**src/rtl/pwmwdg_ctrl.sv**
```systemverilog
// pwmwdg_ctrl: Wishbone-controlled PWM bank with shared prescaler and a watchdog.
// The watchdog is built only when PWMWDG_WATCHDOG_EN is defined.
module pwmwdg_ctrl #(
    parameter int PWM_CH = 4,
    parameter int PWM_W  = 8,
    parameter int WDG_W  = 26
) (
    input  logic              CLK_I,
    input  logic              RST_I,
    input  logic              PWC_STB_I,
    input  logic              PWC_WE_I,
    input  logic [5:0]        PWC_ADR_I,
    input  logic [31:0]       PWC_DAT_I,
    output logic              PWC_ACK_O,
    output logic [31:0]       PWC_DAT_O,
    output logic              PWC_ERR_O,
    output logic              PWC_RTY_O,
    output logic [PWM_CH-1:0] PWM_O,
    output logic              WATCH_DOG
);
    logic              ack_q, acc, wr, tick, wrap, unused;
    logic [3:0]        idx;
    logic [31:0]       dat_q, rdata;
    logic [PWM_CH-1:0] en_q, en_d;
    logic [15:0]       presc_q, presc_d, pre_q, pre_d;
    logic [PWM_W-1:0]  pwm_q, pwm_d;
    logic [PWM_W-1:0]  duty_q [PWM_CH];
    logic [PWM_W-1:0]  duty_d [PWM_CH];
    logic [PWM_W-1:0]  shd_q [PWM_CH];
    logic [PWM_W-1:0]  shd_d [PWM_CH];

    assign acc       = PWC_STB_I & ~ack_q;
    assign wr        = acc & PWC_WE_I;
    assign idx       = PWC_ADR_I[5:2];
    assign PWC_ACK_O = ack_q;
    assign PWC_DAT_O = dat_q;
    assign PWC_ERR_O = 1'b0;
    assign PWC_RTY_O = 1'b0;
    assign unused    = ^{PWC_DAT_I, PWC_ADR_I[1:0]};

    assign tick    = pre_q == presc_q;
    assign wrap    = tick & (&pwm_q);
    assign en_d    = wr && idx == 4'd0 ? PWC_DAT_I[PWM_CH-1:0] : en_q;
    assign presc_d = wr && idx == 4'd1 ? PWC_DAT_I[15:0] : presc_q;
    assign pre_d   = (wr && idx == 4'd1) || tick ? '0 : pre_q + 16'd1;
    assign pwm_d   = tick ? pwm_q + PWM_W'(1) : pwm_q;

    // Shadows only move at a period boundary, so a new duty never cuts a period short.
    always_comb begin
        for (int n = 0; n < PWM_CH; n++) begin
            duty_d[n] = wr && idx == 4'(n + 4) ? PWC_DAT_I[PWM_W-1:0] : duty_q[n];
            shd_d[n]  = !en_q[n] || wrap ? duty_q[n] : shd_q[n];
            PWM_O[n]  = en_q[n] && pwm_q >= shd_q[n];
        end
    end

`ifdef PWMWDG_WATCHDOG_EN
    logic             wen_q, wen_d, flag_q, flag_d, wdg_wr;
    logic [WDG_W-1:0] wcnt_q, wcnt_d;

    assign wdg_wr    = wr && idx == 4'd2;
    assign wen_d     = wdg_wr ? PWC_DAT_I[0] : wen_q;
    assign wcnt_d    = wdg_wr && (wen_q || PWC_DAT_I[0]) ? PWC_DAT_I[WDG_W:1] :
                       wcnt_q != '0 ? wcnt_q - WDG_W'(1) : wcnt_q;
    assign flag_d    = (wen_q && wcnt_q == WDG_W'(1)) ||
                       (flag_q && !(wr && idx == 4'd3 && PWC_DAT_I[0]));
    assign WATCH_DOG = wen_q && (wcnt_q == WDG_W'(1) || wcnt_q == WDG_W'(2));

    always_ff @(posedge CLK_I or posedge RST_I) begin
        if (RST_I) begin
            wen_q  <= 1'b0;
            wcnt_q <= '0;
            flag_q <= 1'b0;
        end else begin
            wen_q  <= wen_d;
            wcnt_q <= wcnt_d;
            flag_q <= flag_d;
        end
    end
`else
    localparam int unused_wdg_w = WDG_W;
    assign WATCH_DOG = 1'b0;
`endif

    always_comb begin
        rdata = '0;
        case (idx)
            4'd0: rdata = 32'(en_q);
            4'd1: rdata = 32'(presc_q);
`ifdef PWMWDG_WATCHDOG_EN
            4'd2: rdata = 32'({wcnt_q, wen_q});
            4'd3: rdata = 32'(flag_q);
`endif
            default: begin
                for (int n = 0; n < PWM_CH; n++)
                    if (idx == 4'(n + 4)) rdata = 32'(duty_q[n]);
            end
        endcase
    end

    always_ff @(posedge CLK_I or posedge RST_I) begin
        if (RST_I) begin
            ack_q   <= 1'b0;
            dat_q   <= '0;
            en_q    <= '0;
            presc_q <= '0;
            pre_q   <= '0;
            pwm_q   <= '0;
            for (int n = 0; n < PWM_CH; n++) begin
                duty_q[n] <= '0;
                shd_q[n]  <= '0;
            end
        end else begin
            ack_q   <= acc;
            if (acc) dat_q <= rdata;
            en_q    <= en_d;
            presc_q <= presc_d;
            pre_q   <= pre_d;
            pwm_q   <= pwm_d;
            duty_q  <= duty_d;
            shd_q   <= shd_d;
        end
    end
endmodule

```
**config.mk**
```make
export PLATFORM = sky130hd
export DESIGN_NAME = pwmwdg_ctrl
export DESIGN_NICKNAME = d
export VERILOG_FILES = /design/src/rtl/pwmwdg_ctrl.sv
export SDC_FILE = /design/constraint.sdc
export NUM_CORES = 1
export LEC_CHECK = 0
export CAP_MARGIN = 20
export CORE_MARGIN = 1.5
export CORE_UTILIZATION = 46
export CTS_BUF_LIST = sky130_fd_sc_hd__clkbuf_16
export DETAILED_ROUTE_END_ITERATION = 7
export GPL_TIMING_DRIVEN = 0
export PLACE_DENSITY_LB_ADDON = 0.08
export SETUP_SLACK_MARGIN = 0.3
export SLEW_MARGIN = 30
export SYNTH_ARGS = -nofsm -noshare
export SYNTH_HDL_FRONTEND = slang
export SYNTH_SLANG_ARGS = --single-unit
```
**constraint.sdc**
```tcl
create_clock -name CLK_I -period 7.4 [get_ports CLK_I]
set_input_delay 1.11 -clock CLK_I [delete_from_list [all_inputs] [get_ports CLK_I]]
set_output_delay 1.11 -clock CLK_I [all_outputs]
set_load 0.005 [all_outputs]
```
==> flow_summary.json <==
{
  "port_buffers": 42,
  "routed-wl-met2_um": 6105,
  "tightest_slew_ns": 0.6617,
  "yosys_warnings": 0,
  "wl_met1_um": 6799,
  "rows": 42,
  "rsz0062_at_grt": "false",
  "hold_path_class": "register to register",
  "overall_die_area_mm2": 0.01452,
  "setup_tns_ns": 0,
  "post-route-period-util_pct": 51.22,
  "maxSlewViolCount": 0,
  "ant_nets": 0,
  "power.combinational.fraction_pct": 22.7,
  "post-route-cell-area_mm2": 0.007630,
  "fmax_mhz": 263.8,
  "syn-cell-area_mm2": 0.006350,
  "number_of_global_route_vias_before_repair": 4240,
  "cts_made_buffers": 17,
  "timing_hold_violations_final": 0,
  "cp-start-kind": "register",
  "grt_remaining_overflow": 0,
  "flow.area_growth_from_synthesis_pct": 20.16,
  "critPathKind": "register to output port",
  "number_of_violations_of_the_max_capacitance_limit": 0,
  "worst_setup_path_end_kind": "output port",
  "layout.cells.most_common": "sky130_fd_sc_hd__dfrtp_1",
  "pwr-share-clk_pct": 34.6,
  "via_count": 4105,
  "drt_pass1_iterations": 4,
  "seq_power_share_pct": 42.7,
  "dr_wl_met3_um": 658,
  "grt_start_max_net_pins": 85,
  "power.net_switching_mw": 0.6406,
  "grtUsageTotal_pct": 20.99,
  "placeableCoreArea_mm2": 0.01335,
  "postSynthCellCount": 511,
  "setup_viol": 0,
  "ys_async_sr_fraction_pct": 100.0,
  "cts.root.buffer_cell": "sky130_fd_sc_hd__clkbuf_16",
  "clk_pin_slew_ns": 0.05,
  "power_leakage_nw": 3.733,
  "synth_flop_cell": "sky130_fd_sc_hd__dfrtp_1",
  "synth.yosys.seq_area_share_pct": 49.26,
  "fillerInstances": 1157,
  "postLayoutCoreUtil_pct": 57.16,
  "routed_wl_um": 13760,
  "dpl_hpwl_um": 10390,
  "powerDensity_mw_per_mm2": 287.5,
  "cts_tree": "yes",
  "htree_num_levels": 4,
  "netSwitchingFraction_pct": 29.20,
  "dieWidth_um": 120.5,
  "post_cts.resized_instances": 0,
  "totalPowerFinal_mw": 2.194,
  "floorplan.io_pins": 82,
  "worstPathArrival_ns": 2.68,
  "count_of_state_elements_after_synthesis": 125,
  "mostFrequentLayoutCells": "125 x sky130_fd_sc_hd__dfrtp_1, 87 x sky130_fd_sc_hd__mux2_2, 42 x sky130_fd_sc_hd__clkdlybuf4s50_1",
  "post_cts_setup_driven_buffer_insertion_count": 0,
  "antenna_found_initial": 0,
  "synth.lib_cells_used.distinct": 40,
  "worst-endpoint-required_ns": 6.29,
  "synth_area_per_cell_um2": 12.43,
  "tritoncts_num_sinks": 125,
  "gp_congestion": 0.8069,
  "crit_path_max_fanout": 5,
  "status": "completed",
  "vias_per_cell": 5.276,
  "wl_per_cell_um": 17.69,
  "final.setup_skew_ns": 0.008767,
  "detailed_place.area_mm2": 0.007093,
  "clkLatencyLatePin_ns": 0.42,
  "drt_iter0_markers": 243,
  "antenna-diode-count": 0,
  "finalWorstPathRequiredPeriod_ns": 3.791,
  "dieHeight_um": 120.5,
  "cts.path.max_buffers": 2,
  "slew_headroom_pct": 55.88,
  "synth-edff-count": 0,
  "final_net_count": 667,
  "worst_ir_drop_vdd_uv": 168.4,
  "topRoutingLayerUsed": "met4",
  "first_pass_grt_wire_length_um": 22720,
  "fraction_of_final_layout_cells_sized_beyond_drive_strength_1_pct": 25.91,
  "p_int_mw": 1.553,
  "remaining_drcs": 0,
  "post_cts_hold_buffer_count": 0,
  "initial_core_util_pct": 47.57
}
==> registers in the layout (all words and copies together), names as in the netlist <==
register,count
PWC_ACK_O,1
en_q,4
duty_q,32
shd_q,32
pwm_q,8
pre_q,16
presc_q,16
PWC_DAT_O,16
==> critical path, cell delays in order, from the launching register on <==
cell and delay (ns):
sky130_fd_sc_hd__dfrtp_1 0.43, sky130_fd_sc_hd__inv_1 0.14, sky130_fd_sc_hd__ha_1 0.30, sky130_fd_sc_hd__nand2b_1 0.14, sky130_fd_sc_hd__a21o_1 0.20, sky130_fd_sc_hd__a211oi_1 0.33
sky130_fd_sc_hd__o21ai_0 0.16, sky130_fd_sc_hd__o211a_1 0.14, sky130_fd_sc_hd__clkdlybuf4s50_1 0.44
==> metal layers <==
| layer | GRT usage [%] | up-vias |
|---|---|---|
| li1 | - | 1933 |
| met1 | 30.50 | 2048 |
| met2 | 30.61 | 106 |
| met3 | 5.708 | 18 |
| met4 | 6.544 | 0 |
| met5 | 0 | - |
==> cell usage after synthesis (all sizes together), types with 6 or more instances <==
cell	instances	share of area [%]
dfrtp	125	49
mux2	90	16
ha	34	6.7
inv	33	2.0
nor2	31	1.8
xor2	28	3.9
buf	25	2.8
nand2	14	0.83
o21ai	12	1.7
nand3	11	0.87
a22oi	9	1.1
and3	9	0.89
xnor2	9	1.2
a211oi	8	0.95
a21o	8	0.95
a22o	8	1.1
clkbuf	7	0.41
nand2b	6	0.59
==> cells by family after synthesis <==
family,share of synthesized area [%]
compound gates,8.158
xor+xnor,5.104
fa+ha+maj,6.700
buf+inv,5.143
flops,49.26
mux,17.85
other cells,0.05906
simple gates,7.724
==> stage by stage <==
step | instances | worst slack [ns] | hold slack, ns
6_report | 778 | 3.609 | 0.4769
5_1_grt | 778 | 3.414 | 0.5204
4_1_cts | 778 | 3.549 | 0.4882
3_5_place_dp | 748 | 3.803 | 0.4765
3_3_place_gp | 747 | 1.210 | 0.4655
2_1_floorplan | 529 | 2.962 | 0.4581
==> final cells by class <==
cell class | count | area, µm² | area share (%)
Multi-Input combinational cell | 339 | 2965 | 38.87
Inverter | 33 | 131.4 | 1.722
Clock buffer | 17 | 425.4 | 5.576
Sequential cell | 125 | 3128 | 41.00
Timing Repair Buffer | 43 | 447.9 | 5.871
Buffer | 32 | 202.7 | 2.657
Clock inverter | 13 | 108.9 | 1.427
Tap cell | 176 | 220.2 | 2.886
==> path summary, 6_finish.rpt <==
check / from / end / slack (ns) / cells past startpoint
min reg2reg: PWC_DAT_O[1] / PWC_DAT_O[1] / 0.48 / 2
min: PWC_DAT_O[1] / PWC_DAT_O[1] / 0.48 / 2
max: pwm_q[0] / PWM_O[3] / 3.61 / 8
min in group asynchronous: RST_I / pre_q[9] / 1.07 / 2
max reg2reg: PWC_ACK_O / presc_q[4] / 5.17 / 6
max in group asynchronous: RST_I / pwm_q[1] / 5.62 / 3
==> power groups by stage <==
stage                     combinational (mW)  clock, mW  sequential, mW
final                                  0.498      0.759           0.936
after CTS                              0.504      0.773           0.937
after floorplan                        0.375          0           0.902
after global routing                   0.568      0.807           0.956
after detailed placement               0.500          0           0.947
after global placement                 0.483          0           0.941
Note: power is estimated with default switching activity, not from simulation.
